**src/rtl/out_channel_fifo_pkg.sv**
```systemverilog
// Shared definitions for the output-channel FIFO and its storage.
// Holds the default word width, the operation encoding used for the
// occupancy update, and sizing/pointer helper functions that are also
// used by the interpreter's array and heap sizing.
package out_channel_fifo_pkg;

  localparam int unsigned DefaultElementWidth = 12;

  // Buffer activity for one clock edge.
  typedef enum logic [1:0] {
    OP_NONE = 2'b00,
    OP_PUSH = 2'b01,
    OP_POP  = 2'b10,
    OP_BOTH = 2'b11
  } fifo_op_e;

  // Bits needed to hold a value in the range 0..depth inclusive.
  function automatic int unsigned count_width(input int unsigned depth);
    return $clog2(depth + 1);
  endfunction

  // Bits needed to address depth entries (at least one bit).
  function automatic int unsigned ptr_width(input int unsigned depth);
    return (depth > 1) ? $clog2(depth) : 1;
  endfunction

  // Pointer increment with explicit wrap, so depth need not be a power of two.
  function automatic int unsigned ptr_next(input int unsigned ptr,
                                           input int unsigned depth);
    return (ptr >= depth - 1) ? 0 : ptr + 1;
  endfunction

endpackage

```
**src/rtl/out_channel_fifo_circular_buffer_mem.sv**
```systemverilog
// circular_buffer_mem: Depth x Width storage for the output FIFO.
// One synchronous write port, one combinational read port. Contents
// are never reset; occupancy tracking lives in the parent.
// Ports:
//   clock   - write clock
//   wr_en   - write enable
//   wr_addr - write address
//   wr_data - write data
//   rd_addr - read address
//   rd_data - combinational read data
module circular_buffer_mem
  import out_channel_fifo_pkg::*;
#(
  parameter int unsigned Width = DefaultElementWidth,
  parameter int unsigned Depth = 4
) (
  input  logic                         clock,
  input  logic                         wr_en,
  input  logic [ptr_width(Depth)-1:0]  wr_addr,
  input  logic [Width-1:0]             wr_data,
  input  logic [ptr_width(Depth)-1:0]  rd_addr,
  output logic [Width-1:0]             rd_data
);

  logic [Width-1:0] mem [Depth];

  always_ff @(posedge clock) begin
    if (wr_en) begin
      mem[wr_addr] <= wr_data;
    end
  end

  assign rd_data = mem[rd_addr];

endmodule

```
**src/rtl/out_channel_fifo.sv**
```systemverilog
// out_channel_fifo: buffered output channel behind the interpreter's
// `out` instruction. Accepts one word per cycle, holds up to NOut words,
// and presents them show-ahead to a drain consumer via valid/ready.
// Back-pressures the interpreter when full.
// Ports:
//   clock       - single clock, rising edge
//   reset       - synchronous active-high reset, highest priority
//   flush       - synchronous clear of contents; statistics kept
//   outValid    - interpreter presents outData this cycle
//   outData     - word from the `out` instruction
//   outReady    - buffer can accept a word (count < NOut)
//   drainValid  - a word is available on drainData
//   drainData   - oldest buffered word, 0 when empty
//   drainReady  - consumer takes drainData this cycle
//   count       - words currently buffered
//   lastOut     - most recently accepted word
//   totalOut    - words accepted since reset, saturating
module out_channel_fifo
  import out_channel_fifo_pkg::*;
#(
  parameter int unsigned MemoryElementWidth = DefaultElementWidth,
  parameter int unsigned NOut               = 4,
  parameter int unsigned CountWidth         = 16
) (
  input  logic                            clock,
  input  logic                            reset,
  input  logic                            flush,
  input  logic                            outValid,
  input  logic [MemoryElementWidth-1:0]   outData,
  output logic                            outReady,
  output logic                            drainValid,
  output logic [MemoryElementWidth-1:0]   drainData,
  input  logic                            drainReady,
  output logic [count_width(NOut)-1:0]    count,
  output logic [MemoryElementWidth-1:0]   lastOut,
  output logic [CountWidth-1:0]           totalOut
);

  localparam int unsigned CW = count_width(NOut);
  localparam int unsigned PW = ptr_width(NOut);

  logic [CW-1:0]                 count_q, count_d;
  logic [PW-1:0]                 wr_ptr_q, rd_ptr_q;
  logic [PW-1:0]                 wr_ptr_inc, rd_ptr_inc;
  logic [MemoryElementWidth-1:0] last_q;
  logic [CountWidth-1:0]         total_q;
  logic [MemoryElementWidth-1:0] rd_data;
  logic                          push, pop;
  fifo_op_e                      op;

  // Handshake depends on registered count only: no same-cycle bypass when full.
  assign outReady   = (count_q < CW'(NOut));
  assign drainValid = (count_q != '0);
  assign drainData  = drainValid ? rd_data : '0;

  assign push = outValid && outReady;
  assign pop  = drainValid && drainReady;
  assign op   = fifo_op_e'({pop, push});

  assign wr_ptr_inc = PW'(ptr_next(32'(wr_ptr_q), NOut));
  assign rd_ptr_inc = PW'(ptr_next(32'(rd_ptr_q), NOut));

  always_comb begin
    count_d = count_q;
    unique case (op)
      OP_PUSH: count_d = count_q + CW'(1);
      OP_POP:  count_d = count_q - CW'(1);
      default: count_d = count_q;
    endcase
  end

  always_ff @(posedge clock) begin
    if (reset) begin
      count_q  <= '0;
      wr_ptr_q <= '0;
      rd_ptr_q <= '0;
      last_q   <= '0;
      total_q  <= '0;
    end else if (flush) begin
      count_q  <= '0;
      wr_ptr_q <= '0;
      rd_ptr_q <= '0;
    end else begin
      count_q <= count_d;
      if (push) begin
        wr_ptr_q <= wr_ptr_inc;
        last_q   <= outData;
        if (total_q != '1) begin
          total_q <= total_q + CountWidth'(1);
        end
      end
      if (pop) begin
        rd_ptr_q <= rd_ptr_inc;
      end
    end
  end

  // Storage write is gated by the same priority as the pointer update so a
  // discarded push never lands in the buffer.
  circular_buffer_mem #(
    .Width (MemoryElementWidth),
    .Depth (NOut)
  ) u_mem (
    .clock   (clock),
    .wr_en   (push && !reset && !flush),
    .wr_addr (wr_ptr_q),
    .wr_data (outData),
    .rd_addr (rd_ptr_q),
    .rd_data (rd_data)
  );

  assign count    = count_q;
  assign lastOut  = last_q;
  assign totalOut = total_q;

endmodule

```
**config.mk**
```make
export PLATFORM = sky130hd
export DESIGN_NAME = out_channel_fifo
export DESIGN_NICKNAME = d
export VERILOG_FILES = /design/src/rtl/out_channel_fifo_pkg.sv /design/src/rtl/out_channel_fifo_circular_buffer_mem.sv /design/src/rtl/out_channel_fifo.sv
export SDC_FILE = /design/constraint.sdc
export NUM_CORES = 1
export LEC_CHECK = 0
export CAP_MARGIN = 20
export CORE_MARGIN = 3
export CORE_UTILIZATION = 40
export DETAILED_ROUTE_END_ITERATION = 7
export PLACE_DENSITY = 0.74
export SYNTH_ARGS = -nofsm -noshare
export SYNTH_HDL_FRONTEND = slang
export SYNTH_HIERARCHICAL = 1
export SYNTH_SLANG_ARGS = --single-unit
```
**constraint.sdc**
```tcl
create_clock -name clock -period 4.84 [get_ports clock]
set_input_delay 1.21 -clock clock [delete_from_list [all_inputs] [get_ports clock]]
set_output_delay 1.21 -clock clock [all_outputs]
set_load 0.02 [all_outputs]
```
# Word-level counts from Yosys, hierarchy flattened
# Memory sizes are Yosys's and may differ from the RTL's. A register that Yosys moved wholly into a read port is not among the register bits.
# Index checks and enable logic that the tools add are counted.
[totals] n_memories=1 in_bits=17 output_inout_bits=45 regBits=35 mem_bits_rw=48 wordCells=37
[classes] n_reduce_logical=11 n_lt_le_gt_ge=3 eq_ne=3 muxes=8 bitwise_logic=1 add_sub_neg=5
[memory_table] memory="u_mem.mem" words=4 word_bits=12 read_ports=1 rd_ports_with_merged_regs=1 wr=1 line_no="out_channel_fifo_circular_buffer_mem.sv:25" source="logic [Width-1:0] mem [Depth];"
[op_table] operator="$add A16 B1 Y16 const B" n=1
[op_table] operator="$ne A16 B16 Y1 const B" n=1
[op_table] operator="$mux W12" n=1
[op_table] operator="$mux W2" n=4
[op_table] operator="$pmux W3 S2" n=1
[op_table] operator="$add A2 B1 Y2 const B" n=2
[op_table] operator="$ge A2 B2 Y1 const B" n=2
[op_table] operator="$logic_and A1 B1 Y1" n=4
[op_table] operator="$add A3 B1 Y3 const B" n=1
[op_table] operator="$lt A3 B3 Y1 const B" n=1
[op_table] operator="$reduce_and A3 Y1" n=1
[op_table] operator="$reduce_bool A3 Y1" n=1
[op_table] operator="$sub A3 B1 Y3 const B" n=1
[op_table] operator="$eq A2 B1 Y1 const B" n=1
[op_table] operator="$eq A2 B2 Y1 const B" n=1
[op_table] operator="$logic_not A1 Y1" n=2
[op_table] operator="$mux W1" n=2
[op_table] operator="$reduce_and A2 Y1" n=1
[op_table] operator="$reduce_bool A2 Y1" n=1
[op_table] operator="$reduce_or A2 Y1" n=1
[op_table] operator="$not A1 Y1" n=1

# Longest topological paths before layout
# Gate-level depths: netlist of the first run.
[logic_depth] depth_word=6 mapped_depth=9

# Cells and area by module
# Netlist of the first run, hierarchy kept.
[by_module_without_submodules] mod="out_channel_fifo" instances=1 area_each_um2=1773.0 cells_per_inst=219
[by_module_without_submodules] mod="circular_buffer_mem" instances=1 area_each_um2=1766.7 cells_per_inst=66

# Worst setup path before layout of the first run
# Ideal clock, no wire load.
[synth_timing] path_kind="input to register" startpoint="in flush" endpoint="mem u_mem/mem[0][0] (netlist bit) (enable)" required_ps=4441 n_path_buf=3 t_arrival_ps=3317 slack_ps=1124 setup_time_ps=399 cell_stages=6 path_cell_list="or3b_2 -> clkbuf_1 -> clkbuf_1 -> clkbuf_1 -> nor2_1 -> nor3b_1"
[synth_between] elab_chain_len=4
[synth_rtl] element="start: declaration" line_no="out_channel_fifo.sv:27" source="input logic flush,"
[synth_rtl] element="$logic_not A1 Y1" line_no="out_channel_fifo.sv:105" source=".wr_en (push && !reset && !flush),"
[synth_rtl] element="$logic_and A1 B1 Y1" line_no="out_channel_fifo.sv:105"
[synth_rtl] element="$mux W1" line_no="out_channel_fifo_circular_buffer_mem.sv:28" source="if (wr_en) begin"
[synth_rtl] element="$mux W1 (implied by the code)" line_no="out_channel_fifo_circular_buffer_mem.sv:29" source="mem[wr_addr] <= wr_data;"
[synth_rtl] element="end: declaration" line_no="out_channel_fifo_circular_buffer_mem.sv:25"
# No other way between the ends.

==> results of run 1 <==
logic make-up (layout without fill, tap and decap cells):
logic type                 count (synthesis)  in the layout
and+or+nand+nor                          113            113
DFF                                       83             83
AOI/OAI and AO/OA                         44             44
buffers and inverters                     23             88
muxes                                     15             15
adders and majority gates                  5              5
xor gates and xnor gates                   2              2
critical path, cell delays in order, from the launching register on:
cell	delay [ps]
dfxtp_1	890
mux4_1	650
and2_1	160
clkdlybuf4s50_1	530
area by class of cell:
type | count | area, sq um
fillers | 722 | 3990
flip-flops and latches | 83 | 2140
multi-input cells | 179 | 1290
repair buffers | 64 | 633
well taps | 105 | 131
clock buffers | 9 | 124
clock inverters | 7 | 83.8
inverters | 8 | 30.0
metal layers:
| layer | part of all wire, % | vias to the layer above |
|---|---|---|
| li1 | - | 1202 |
| met1 | 46 | 1193 |
| met2 | 47 | 62 |
| met3 | 5.6 | 7 |
| met4 | 1.1 | 0 |
| met5 | 0 | - |
final timing paths:
| path | startpoint | end | slack [ps] | cells after the start |
|---|---|---|---|---|
| setup / recovery | rd_ptr_q[0] | drainData[11] | 1040 | 3 |
| hold / removal | lastOut[6] | lastOut[6] | 460 | 2 |
| hold reg to reg | lastOut[6] | lastOut[6] | 460 | 2 |
| setup reg to reg | count[2] | count[2] | 2480 | 9 |
synth_stat cells (2+ instances only):
| cell | instances | area (sq um) |
|---|---|---|
| mux4_1 | 2 | 52.6 |
| or3_1 | 3 | 18.8 |
| edfxtp_1 | 48 | 1440 |
| inv_1 | 8 | 30.0 |
| mux4_2 | 10 | 225 |
| nand3_1 | 10 | 50.1 |
| a21oi_1 | 24 | 120 |
| nand2_1 | 33 | 124 |
| o31ai_1 | 4 | 30.0 |
| nand4_1 | 4 | 25.0 |
| a211oi_1 | 5 | 37.5 |
| and3_1 | 2 | 12.5 |
| or2_2 | 2 | 12.5 |
| nor4_1 | 5 | 31.3 |
| a31oi_1 | 4 | 25.0 |
| dfxtp_1 | 35 | 701 |
| xor2_1 | 2 | 17.5 |
| nor2_1 | 13 | 48.8 |
| nand2b_1 | 4 | 25.0 |
| and2_1 | 13 | 81.3 |
| clkbuf_1 | 8 | 30.0 |
| or4_1 | 4 | 30.0 |
| and3b_1 | 2 | 17.5 |
| nor3_1 | 8 | 40.0 |
| mux2i_1 | 2 | 20.0 |
| o211ai_1 | 2 | 15.0 |
| o311ai_0 | 2 | 17.5 |
| ha_1 | 4 | 50.1 |
| buf_2 | 5 | 25.0 |
per-stage QoR:
stage | instances | area [sq um] | setup slack [ps] | power [uW] | hold WS [ps]
floorplan | 285 | 3540 | 1120 | 846 | 514
detailed placement | 439 | 4220 | 1220 | 907 | 451
CTS | 455 | 4430 | 966 | 1410 | 462
global route | 455 | 4430 | 886 | 1450 | 480
global placement | 439 | 4220 | 1330 | 904 | 451
finish | 455 | 4430 | 1040 | 1400 | 459
sequential cells by signal, summed over array words and instances (netlist names):
| register | cells |
|---|---|
| count | 3 |
| rd_ptr_q | 2 |
| wr_ptr_q | 2 |
| lastOut | 12 |
| u_mem/mem | 48 |
| totalOut | 16 |
power groups by stage:
stage	combinational, uW	clock (uW)	sequential, uW
CTS	122	521	770
global route	131	547	772
global placement	119	0	785
floorplan	54.7	0	792
finish	120	507	770
detailed placement	121	0	786
==> results_dict.tcl, run 1 <==
set metrics [dict create \
    core_area_sq_mm 0.00842 \
    totalWireLength_um 7240 \
    die_area_sq_mm 0.0100 \
    postCtsSetupBuffers 0 \
    hold_viol 0 \
    cellPowerDensity_mw_per_mm2 315 \
    cts_resized 0 \
    tightestPinTransition_ps 855 \
    combPwrFrac_pct 8.6 \
    fmaxAchievable_mhz 263 \
    internal-power_uw 1060 \
    mostFrequentLayoutCells "61 x clkdlybuf4s50_1, 48 x edfxtp_1, 35 x dfxtp_1" \
    syn_area_sq_mm 0.00354 \
    drt_iter0_drc 114 \
    routabilityCongestion 0.835 \
    finalSetupViolations 0 \
    dp_hpwl_um 5220 \
    switching_share_pct 24.0 \
    worst-path-max-fanout 15 \
    final_core_util_pct 52.6 \
    first_pass_iters 5 \
    diodes 0 \
    synth_xor_area_share_pct 0.495 \
    hold_path.class "flip-flop to flip-flop" \
    met3_usage_pct 4.45 \
    leakagePower_uw 0.00146 \
    grtUsageTotal_pct 15.0 \
    grt_util_met2_pct 23.9 \
    ant_nets 0 \
    clk_path_buf_depth 2 \
    pin_count 62 \
    fin_crit_ps 3800 \
    synthMuxAreaShare_pct 8.73 \
    p_sw_uw 335 \
    grt_pass1_vias 2372 \
    synth_nets 307 \
    io_buffers 61 \
    syn_to_final_growth_pct 25.2 \
    grt_pass1_wl_um 11900 \
    start_kind "flip-flop" \
    post-route-period-util_pct 78.5 \
    synth_cell_type_count 46 \
    vias 2464 \
    overflow 0 \
    initial_utilization_pct 42.0 \
    cts_made_buffers 9 \
    clock_latency_ps 350 \
    synth_flop_cell "edfxtp_1" \
    synth_top_family_by_area "simple AND/OR/NAND/NOR gates" \
    fp-row-count 33 \
    postSynth.asyncResetShare_pct 0 \
    nets 367 \
    crit_arrival_ps 2590 \
    via_per_inst 5.42 \
    synth_area_per_cell_sq_um 12.4 \
    crit_path_end_kind "output pin" \
    cts_tree "done" \
    synthAdderAreaFrac_pct 1.98 \
    p_clk_share_pct 36.3 \
    path_clk_slew_ps 90 \
    cts.sinks 83 \
    antenna_found_initial 0 \
    die_w_um 100 \
    cap_violations 0 \
    max_slew_margin_pct 42.9 \
    synth_seq_cells 83 \
    peakVddDrop_uv 148 \
    finClkSkew_ps 10.5 \
    grt_use_met1_pct 20.2 \
    crit_required_ps 3630 \
    synth_compound_area_share_pct 7.60 \
    synth_seq_area_share_pct 60.5 \
    cts_max_level 3 \
    rsz0062_at_grt "false" \
    synth_edf_count 48 \
    report.final.slew_viol_count 0 \
    layout_commonest_cell "clkdlybuf4s50_1" \
    worst-setup-path-type "flip-flop to output pin" \
    holdBufCountCts 0 \
    die_height_um 100 \
    finalSetupTns_ps 0 \
    root_buffer "clkbuf_8" \
    yosys_warnings 6 \
    drive_above_1_share_pct 10.9 \
    p_seq_share_pct 55.1 \
    status "complete, no violations" \
    grt.busiest_layer "met2" \
    grt_max_degree 33 \
    yosys.area_share.simple_pct 17.6 \
    wl_per_cell_um 15.9 \
    netlist_instances 285 \
    drc 0 \
]
Note: power is estimated with default switching activity, not from simulation.
==> inputs of run 2 (changes only) <==
- PLACE_DENSITY: 0.74 -> 0.77
- clock period: 4.84 -> 3.1 ns (I/O delays scaled with it)
==> run 2 against run 1 <==
  * Clock-buffer cell count is the same
  * Critical path depth increased by 1
  * Routed wire length rose by 6.9%
  * Register-to-register slack worse by 1800 ps
  * Via count up 2.4%
  * Power increased by 53%
  * Sequential share of layout area is 0.67 points lower
  * Flip-flop and latch count did not move
  * Largest power group unchanged
  * Highest routed layer unchanged
==> results_dict.tcl, run 2 (synthesized netlist as in run 1, its figures left out) <==
set metrics [dict create \
    combPwrFrac_pct 9.2 \
    fillers 709 \
    start_kind "flip-flop" \
    finalSetupViolations 0 \
    totalWireLength_um 7740 \
    critPathBufInv 2 \
    grt_pass1_wl_um 12600 \
    cts_max_level 3 \
    multi_input_area_sq_mm 0.00129 \
    post-route-period-util_pct 94.3 \
    ant_nets 0 \
    path_cells "buf_4 -> mux4_1 -> and2_1 -> clkdlybuf4s50_1" \
    root_buffer "clkbuf_8" \
    cellPowerDensity_mw_per_mm2 475 \
    worst_hold_path.endpoint "lastOut[5]" \
    worst-path-max-fanout 5 \
    hold_path.class "flip-flop to flip-flop" \
    crit_path_end_kind "output pin" \
    hold_path_startpoint "lastOut[5]" \
    die_area_sq_mm 0.0100 \
    first_pass_iters 6 \
    p_seq_share_pct 56.2 \
    drt_iter0_drc 125 \
    leakagePower_uw 0.00150 \
    mostFrequentLayoutCells "61 x clkdlybuf4s50_1, 48 x edfxtp_1, 33 x nand2_1, 33 x dfxtp_1, 24 x a21oi_1" \
    finClkSkew_ps 5.51 \
    report.final.slew_viol_count 0 \
    syn_to_final_growth_pct 27.1 \
    rrSetupSlack_ps 680 \
    fin_area_sq_mm 0.00450 \
    antenna_found_initial 0 \
    initial_utilization_pct 42.0 \
    core_area_sq_mm 0.00842 \
    cp_slowest_cell "mux4_1" \
    layout_commonest_cell "clkdlybuf4s50_1" \
    overflow 0 \
    io_buffers 61 \
    peakVddDrop_uv 251 \
    nets 376 \
    fin_crit_ps 2920 \
    r2r-start "count[2]" \
    path_delay_family "buffers and inverters" \
    tightestPinTransition_ps 445 \
    p_clk_share_pct 34.7 \
    hold_viol 0 \
    wl_per_cell_um 16.7 \
    diodes 0 \
    worstHoldPathCells 2 \
    p_sw_uw 547 \
    crit_required_ps 2320 \
    grtUsageTotal_pct 16.2 \
    regMostFlops "u_mem/mem" \
    clk_path_buf_depth 2 \
    clock_latency_ps 350 \
    reg2reg_depth 9 \
    seq_area_sq_mm 0.00214 \
    holdBufCountCts 0 \
    max_stage_delay_ps 560 \
    path_clk_slew_ps 90 \
    largest_reg_flops 48 \
    grt_pass1_vias 2503 \
    die_w_um 100 \
    crit_arrival_ps 2150 \
    reg2reg_to "count[2]" \
    finalSetupTns_ps 0 \
    grt_max_degree 27 \
    vias 2522 \
    placed_cell_area_sq_mm 0.00430 \
    cts.sinks 83 \
    die_height_um 100 \
    rsz0062_at_grt "false" \
    drc 0 \
    via_per_inst 5.44 \
    fp-row-count 33 \
    cap_violations 0 \
    worst-setup-path-type "flip-flop to output pin" \
    drive_above_1_share_pct 13.9 \
    fmaxAchievable_mhz 342 \
    status "complete, no violations" \
    switching_share_pct 25.6 \
    dp_hpwl_um 5630 \
    max_slew_margin_pct 70.3 \
    cts_made_buffers 9 \
    routabilityCongestion 0.809 \
    pin_count 62 \
    cts_tree "done" \
    internal-power_uw 1590 \
]
-- run 2: area by class of cell --
class / count / share of cell area (%)
timing repair buffer: 73 / 15.7
inverter: 8 / 0.667
tap: 105 / 2.92
sequential: 83 / 47.7
multi-input combinational: 179 / 28.7
clock inverter: 7 / 1.61
clock buffer: 9 / 2.75
-- run 2: per-layer routing --
| layer | track usage (%) | wire [um] | vias to the layer above |
|---|---|---|---|
| met2 | 27.7 | 3840 | 85 |
| met4 | 4.77 | 90 | 0 |
| li1 | - | - | 1211 |
| met5 | 0 | 0 | - |
| met1 | 20.4 | 3290 | 1218 |
| met3 | 4.17 | 520 | 8 |
-- run 2: worst max-delay path by stage --
stage	to	startpoint	cells past startpoint	slack (ps)
floorplan	u_mem/mem[0][0]	flush	6	250
global placement	u_mem/mem[0][6]	outValid	5	340
detailed placement	totalOut[11]	flush	5	270
CTS	drainData[11]	rd_ptr_q[0]	4	50
global route	drainData[0]	rd_ptr_q[0]	4	50
finish	drainData[0]	rd_ptr_q[0]	4	180
-- run 2: timing repair --
| action | CTS | global route |
|---|---|---|
| buffers inserted | 0 | 0 |
| resized for setup | 0 | 3 |
| endpoints found under the setup margin | 0 | 4 |
-- run 2: power by group through the flow --
stage / combinational (uW) / clock, uW / sequential [uW]
finish: 197 / 741 / 1200
global route: 214 / 810 / 1200
CTS: 199 / 761 / 1200
detailed placement: 198 / 0 / 1230
global placement: 192 / 0 / 1220
floorplan: 85.5 / 0 / 1240
-- run 2: worst register-to-register path, delay by kind of cell, from the launching register on --
kind,cells,cell delay [ps]
xor+xnor,1,160
buf+inv,2,170
flops,1,440
simple gates,3,920
fa+ha+maj,2,550
compound gates,1,130
-- run 2: metrics by stage --
step | setup slack, ps | utilization (%) | std cells | power [uW] | hold slack, ps
after floorplan | 248 | - | 285 | 1320 | 514
after global placement | 345 | 51.0 | 448 | 1420 | 452
after detailed placement | 274 | 51.0 | 448 | 1420 | 447
after CTS | 50.9 | 53.3 | 464 | 2160 | 461
after global routing | 54.9 | 53.4 | 464 | 2230 | 497
final | 177 | 53.4 | 464 | 2140 | 456
==> inputs of run 3 (changes only) <==
- CTS_CLUSTER_DIAMETER: unset -> 60
- SYNTH_HIERARCHICAL: 1 -> unset
==> run 3 against run 2 <==
  * Clock power grew 13%
  * Critical path depth shrank 1
  * Non-clock buffer count shrank 3
  * Hold slack worse by 1.2 ps
  * Clock skew is 2.2 ps lower
  * Via count down 3.4%
  * Die area is 0.20% lower
  * Critical path type unchanged
  * Critical endpoint is now drainData[2]
==> results_dict.tcl, run 3 <==
set metrics [dict create \
    status "complete, no violations" \
    synthAdderAreaFrac_pct 3.05 \
    start_kind "flip-flop" \
    grtUsageTotal_pct 15.0 \
    leakagePower_uw 0.00147 \
    finClkSkew_ps 3.34 \
    mostFrequentLayoutCells "61 x clkdlybuf4s50_1, 48 x edfxtp_1, 37 x dfxtp_1" \
    yosys.area_share.simple_pct 16.6 \
    clk_path_buf_depth 2 \
    crit_arrival_ps 2140 \
    drive_above_1_share_pct 11.5 \
    max_stage_delay_ps 700 \
    io_buffers 61 \
    yosys_warnings 0 \
    postCtsSetupBuffers 0 \
    die_w_um 100 \
    synth_compound_area_share_pct 6.70 \
    fin_area_sq_mm 0.00451 \
    layout_commonest_cell "clkdlybuf4s50_1" \
    yosysMostFrequentCell "edfxtp_1" \
    worst_hold_path.endpoint "lastOut[2]" \
    worst-setup-path-type "flip-flop to output pin" \
    via_per_inst 5.30 \
    path_cells "mux4_2 -> and2_1 -> clkdlybuf4s50_1" \
    synth_seq_cells 85 \
    ant_nets 0 \
    setup_ws_ps 181 \
    hold_viol 0 \
    finalSetupViolations 0 \
    fp-row-count 33 \
    cp_slowest_cell "dfxtp_1" \
    grt_max_degree 31 \
    antenna_found_initial 0 \
    yosysTopAreaCell "edfxtp_1" \
    grt.busiest_layer "met2" \
    report.final.slew_viol_count 0 \
    reg2reg_depth 9 \
    synthTopCellsByCount "48 x edfxtp_1, 37 x dfxtp_1, 34 x nand2_1" \
    overflow 0 \
    cap_violations 0 \
    routabilityCongestion 0.749 \
    post-route-period-util_pct 94.2 \
    initial_utilization_pct 42.1 \
    synth_area_per_cell_sq_um 12.5 \
    cts_resized 0 \
    cts_tree "done" \
    finalSetupTns_ps 0 \
    fmaxAchievable_mhz 343 \
    first_pass_iters 4 \
    totalWireLength_um 7180 \
    hold_path_startpoint "lastOut[2]" \
    final_core_util_pct 53.8 \
    worstHoldPathCells 2 \
    diodes 0 \
    core_area_sq_mm 0.00838 \
    fin_crit_ps 2920 \
    cts.sinks 85 \
    synth_cell_type_count 43 \
    grt_use_met1_pct 20.6 \
    largest_reg_flops 48 \
    crit_path_end_kind "output pin" \
    die_height_um 100 \
    grt_util_met2_pct 23.1 \
    root_buffer "clkbuf_8" \
    dp_hpwl_um 5060 \
    synth_top_cell_area_share_pct 40.8 \
    met3_usage_pct 4.17 \
    synth_edf_count 48 \
    netlist_instances 282 \
    vias 2436 \
    cellPowerDensity_mw_per_mm2 496 \
    drt_iter0_drc 142 \
    r2r-start "count[2]" \
    syn_to_final_growth_pct 27.6 \
    worst-path-max-fanout 12 \
    hold_path.class "flip-flop to flip-flop" \
    synth.area.top_cells "edfxtp_1 41%, dfxtp_1 21%, mux4_2 7.7%, a21oi_1 3.8%, nand2_1 3.6%" \
    rsz0062_at_grt "false" \
    die_area_sq_mm 0.00999 \
    rrSetupSlack_ps 620 \
    drc 0 \
    holdBufCountCts 0 \
    pin_count 62 \
    max_slew_margin_pct 60.8 \
    peakVddDrop_uv 264 \
    syn_area_sq_mm 0.00353 \
    grt_pass1_vias 2321 \
    fillers 680 \
    postSynth.asyncResetShare_pct 0 \
    grt_pass1_wl_um 11700 \
    nets 375 \
    cts_max_level 3 \
    cts_made_buffers 9 \
    synth_xor_area_share_pct 0.496 \
    path_clk_slew_ps 80 \
    tightestPinTransition_ps 587 \
    pre_cts_ws_ps 337 \
    regMostFlops "u_mem.mem" \
    reg2reg_to "count[2]" \
    whs_ps 455 \
    synth_top_family_by_area "simple AND/OR/NAND/NOR gates" \
    synth_nets 307 \
    synthMuxAreaShare_pct 8.82 \
    clock_latency_ps 340 \
    synth_flop_cell "edfxtp_1" \
    wl_per_cell_um 15.6 \
    placed_cell_area_sq_mm 0.00429 \
    synth_seq_area_share_pct 61.8 \
    crit_required_ps 2320 \
]
run 3: changes by cell type in the layout (fill, tap and decap cells not counted), sizes merged, moves of 3 or more:
cell and delta:
nand2b -3, buf -3, nand3 -4, a31oi -4
o21ai +5, a21oi +3, and2 +3, ha +3
or3 +3, a211oi -3
run 3: cells by family (layout without fill, tap and decap cells):
group / after synthesis / count (layout)
compound gates: 42 / 42
fa+ha+maj: 8 / 8
flops: 85 / 85
buf+inv: 22 / 95
mux: 16 / 16
simple gates: 107 / 107
xor+xnor: 2 / 2
run 3: cell type report:
cell class,instances,area [sq um],share of cell area (%)
Multi-Input combinational cell,175,1270,28.1
Tap cell,105,131,2.91
Clock buffer,10,128,2.83
Clock inverter,6,87.6,1.94
Timing Repair Buffer,70,678,15.0
Sequential cell,85,2180,48.4
Inverter,9,33.8,0.749
run 3: worst max path at each step:
stage,depth (start not counted),startpoint,to
after global placement,9,drainReady,count[2]
after floorplan,5,flush,u_mem.mem[3][0]
after global routing,4,flip-flop,drainData[2]
after detailed placement,9,drainReady,count[2]
final,3,flip-flop,drainData[2]
after CTS,3,flip-flop,drainData[2]
run 3: where the power goes:
part	switching [uW]	internal [uW]	leakage [uW]
logic	95.0	85.6	0.000640
clock network	386	453	0.000100
registers	10.9	1210	0.000734
total	492	1740	0.00147
run 3: layer usage:
metal	share of wire (%)	up-vias
met5	0	-
met4	1.0	0
met3	6.5	4
met2	50	93
met1	43	1166
li1	-	1173
run 3: through the flow:
stage | cells | power (uW)
finish | 460 | 2240
CTS | 460 | 2250
detailed placement | 444 | 1430
global route | 460 | 2310
floorplan | 282 | 1330
global placement | 444 | 1420
run 3: critical path, delay by kind of cell (launching register included):
kind | cells | cell delay [ps]
buffers and inverters | 1 | 530
muxes | 1 | 410
DFF | 1 | 700
and+or+nand+nor | 1 | 170
==> patch 1 (flow settings as in run 2) <==
Reset style: asynchronous (`reset`), changed in one clocked block. Comments in the files are not updated.
--- a/src/rtl/out_channel_fifo.sv
+++ b/src/rtl/out_channel_fifo.sv
@@ -69,7 +69,7 @@
     endcase
   end
 
-  always_ff @(posedge clock) begin
+  always_ff @(posedge clock or posedge reset) begin
     if (reset) begin
       count_q  <= '0;
       wr_ptr_q <= '0;
Function: differs if reset is asserted again (counterexample within 4 cycles, from zero or initial values and one cycle with reset high); with reset held inactive, the same outputs for 4 cycles.
==> patch 1 against run 2 <==
Global-route usage decreased by 1.5 points; area after synthesis increased by 0.14%; via count decreased by 11%; worst setup slack got worse by 0.052 ns; cell area increased by 2.0%; critical path depth unchanged; wire length decreased by 8.7%; first-iteration DRC count decreased by 24%; sequential cell count unchanged; critical endpoint is now drainData[11].
Power is not compared: it rests on default switching activity, and its combinational part moved more than twofold at a synthesized area within 25%.
==> patch 1: results (changes against run 2) <==
* Drt drc at 0 (unchanged)
* Slew HR at 44.7% (-26 points)
* Area of the multi-input gates at 1160 µm² (-11%)
* Drt first pass iters at 4 (-2)
* Routed Wire Length at 7.07 mm (-8.7%)
* Buffers, non-clock at 73 (unchanged)
* Synth Net Count at 272 (-11%)
* Post-synthesis cell type count at 38 (-17%)
* Layout cells sized above 1 at 13.6% (-0.37 points)
* Compound-Gate Fraction of Synth Area at 2.54% (-5.1 points)
* Postcts setup bufs at 0 (unchanged)
* CLK BUF at 10 (+1)
* Initial DRC count at 95 (-24%)
* Non-clock buffer share at 16.1% (+0.43 points)
* Synth top area cells: edfxtp_1, dfrtp_1, mux4_2
* Status: completed
* Synth warn at 6 (unchanged)
* Fillers at 705 (-0.56%)
* First-pass GRT wire length at 11.4 mm (-9.4%)
* Sequential cell area share at 50.5% (+2.8 points)
* Crit path DAT at 2.20 ns (+0.05 ns)
* Initial antenna violation count at 0 (unchanged)
* Asr flop ratio synth at 42.2% (+42 points)
* Full die area at 10000 µm² (+0.13%)
* Sequential share of the synthesized area at 65.4% (+4.9 points)
* CTS Buffer Depth at 2 (unchanged)
* GP Congestion at 0.827 (+2.3%)
* Largest net degree at the start of global routing at 34 (+26%)
* Vias per cell at 5.13 (-5.6%)
* GRT Resource Usage Total at 14.7% (-1.5 points)
* Final net count at 348 (-7.4%)
* IO Port Bufs at 61 (unchanged)
* Hpwl dp at 5.18 mm (-7.9%)
* Most frequent cells after synthesis: edfxtp_1, nand2_1, dfrtp_1
* Clock-pin transition on the worst setup and hold timing paths at 0.09 ns (about the same)
* Vias in the first global route at 2254 (-9.9%)
* Clock network area share at 4.77% (+0.41 points)
* Adder-cell share of the synthesized area at 1.62% (-0.36 points)
* Antenna-violating nets left at 0 (unchanged)
* CTS Buf Count at 9 (unchanged)
* Mux contribution to synthesized area at 10.2% (+1.5 points)
* #MultiIn Comb at 153 (-15%)
* Inverters excl. clock at 7 (-1)
* Clock skew at 0.0100 ns (+0.00451 ns)
* Xor-xnor portion of the synthesized cell area at 2.22% (+1.7 points)
* Largest fanout on the critical path at 15 (+10)
* Internal power at 2280 µW
==> patch 1: critical path, cell delays in order (launching register included) <==
cell and delay [ns]:
dfrtp_1 0.33, buf_4 0.26, mux4_1 0.59, nor2b_1 0.14, clkdlybuf4s50_1 0.53
==> patch 1: through the flow <==
stage                     std cells  power, µW  cell area (µm²)  worst slack [ns]  hold WS [ns]
after floorplan                 251       2040             3550             0.388         0.560
after global placement          421       2520             4370             0.208         0.474
after detailed placement        421       2540             4370             0.120         0.478
after CTS                       437       3380             4590            0.0819         0.503
after global routing            437       3520             4590            0.0148         0.524
final                           437       3340             4590             0.125         0.488
==> patch 1: worst paths after layout <==
path / startpoint / endpoint / slack, ns / cells past startpoint
max: rd_ptr_q[0]$_DFFE_PP0P_ / drainData[11] / 0.13 / 4
min: lastOut[2]$_DFFE_PP0P_ / lastOut[2]$_DFFE_PP0P_ / 0.49 / 2
max reg2reg: count[2]$_DFFE_PP0P_ / count[2]$_DFFE_PP0P_ / 0.65 / 7
min reg2reg: lastOut[2]$_DFFE_PP0P_ / lastOut[2]$_DFFE_PP0P_ / 0.49 / 2
max in group asynchronous: reset / lastOut[1]$_DFFE_PP0P_ / 1.83 / 3
min in group asynchronous: reset / rd_ptr_q[1]$_DFFE_PP0P_ / 0.65 / 2
==> patch 1: power groups by stage <==
stage	clock network, µW	logic, µW	registers (µW)
global route	901	1180	1440
floorplan	0	517	1520
finish	840	1080	1420
CTS	853	1100	1420
global placement	0	1080	1440
detailed placement	0	1100	1440
==> patch 1: per-layer routing <==
metal / track usage [%] / vias to the layer above / share of wire, %
li1: - / 1067 / -
met1: 18.8 / 1118 / 43
met4: 6.63 / 0 / 1.7
met5: 0 / - / 0
met3: 2.43 / 9 / 3.5
met2: 24.7 / 48 / 52
==> patch 2 (settings of run 2) <==
Made on the original files. Change the parameter `NOut` from 4 to 2.
--- a/src/rtl/out_channel_fifo.sv
+++ b/src/rtl/out_channel_fifo.sv
@@ -19,7 +19,7 @@
   import out_channel_fifo_pkg::*;
 #(
   parameter int unsigned MemoryElementWidth = DefaultElementWidth,
-  parameter int unsigned NOut               = 4,
+  parameter int unsigned NOut               = 2,
   parameter int unsigned CountWidth         = 16
 ) (
   input  logic                            clock,
Ports: changed (resized count); port bits go from 62 to 61. The function was not compared with the original's and may differ.
==> patch 2 against run 2 <==
Critical path depth unchanged; cell area decreased by 28%; wire length decreased by 32%; worst setup slack improved by 0.20 ns; sequential cell count decreased by 27; area after synthesis decreased by 31%; maximum frequency increased by 7.3%; register-to-register slack improved by 0.35 ns; total power decreased by 36%; critical path type unchanged.
==> patch 2: results (changes against run 2) <==
* Status: completed
* Largest net degree at the start of global routing at 34 (+26%)
* Most frequent cells after synthesis: dfxtp_1, nand2_1, edfxtp_1
* Drt first pass iters at 4 (-2)
* CP Capture Point: drainData[10]
* Clock skew at 0.0112 ns (+0.00568 ns)
* Compound-Gate Fraction of Synth Area at 9.67% (+2.1 points)
* Post-synthesis cell type count at 36 (-22%)
* Largest fanout on the critical path at 12 (+7)
* Worst Setup SP: rd_ptr_q$_SDFFE_PP0P_
* Max IR drop VDD at 200 µV (-21%)
* R2R Path Start: totalOut[0]$_SDFFE_PP0P_
* Vias in the first global route at 1844 (-26%)
* Slew HR at 32.2% (-38 points)
* Sequential share of the synthesized area at 55.9% (-4.6 points)
* WHS Endpoint: lastOut[2]$_SDFFE_PP0P_
* Slowest-stage cell, CP: clkdlybuf4s50_1
* RR Endpoint: totalOut[7]$_SDFFE_PP0P_
* Synth Net Count at 244 (-21%)
* Adder-cell share of the synthesized area at 1.03% (-0.95 points)
* EDFF count, synth at 24 (-50%)
* H-tree depth at 2 (-1)
* CTS Buf Count at 5 (-4)
* IO Port Bufs at 60 (-1.6%)
* Ys flop type: dfxtp_1
* Worst-Skew Late Latency at 0.31 ns (-0.04 ns)
* Hold Startpoint: lastOut[2]$_SDFFE_PP0P_
* Xor-xnor portion of the synthesized cell area at 1.80% (+1.3 points)
* Routed Wire Length at 5.29 mm (-32%)
* First-pass GRT wire length at 8.92 mm (-29%)
* NetSw at 340 µW (-38%)
* Crit path DAT at 1.95 ns (-0.20 ns)
* Fillers at 480 (-32%)
* Reg2Reg Setup Slack at 1.03 ns (+0.35 ns)
* Max reg flops at 24 (-50%)
* Initial DRC count at 106 (-15%)
* Mux contribution to synthesized area at 7.56% (-1.2 points)
patch 2: cell count changes after synthesis, moves of 10 or more:
cell      delta
mux2_4      +10
edfxtp_1    -24
and2_1      -10
nor2b_1     +15
mux4_2      -10
patch 2: area by class of cell:
type | instances | share of cell area [%]
clock inverter | 3 | 0.816
clock buffer | 5 | 2.14
inverter | 7 | 0.816
sequential | 56 | 42.3
multi-input combinational | 152 | 31.1
tap | 72 | 2.80
timing repair buffer | 66 | 20.1
patch 2: routing by layer:
metal | GRT usage, % | up-vias | wire [µm]
met1 | 20.6 | 881 | 2410
met3 | 3.95 | 8 | 268
met4 | 4.68 | 0 | 81
met2 | 24.6 | 47 | 2530
li1 | - | 937 | -
met5 | 0 | - | 0
patch 2: through the flow:
| step | area (µm²) | hold slack [ns] | worst slack (ns) | util [%] | cells |
|---|---|---|---|---|---|
| after floorplan | 2430 | 0.527 | 0.546 | - | 225 |
| after global placement | 3120 | 0.443 | 0.427 | 54.7 | 353 |
| after detailed placement | 3120 | 0.450 | 0.320 | 54.7 | 353 |
| after CTS | 3220 | 0.464 | 0.146 | 56.3 | 361 |
| after global routing | 3220 | 0.490 | 0.284 | 56.4 | 361 |
| final | 3220 | 0.461 | 0.376 | 56.4 | 361 |
patch 2: what timing repair did:
action,in CTS,in global routing
gates resized for setup,0,1
setup buffers,0,0
endpoints found under the setup margin,0,1
patch 2: power by group through the flow:
stage / Sequential (µW) / Combinational [µW] / Clock, µW
after floorplan: 824 / 74.7 / 0
after global placement: 812 / 167 / 0
after detailed placement: 813 / 168 / 0
after CTS: 796 / 169 / 422
after global routing: 799 / 182 / 455
final: 796 / 167 / 411
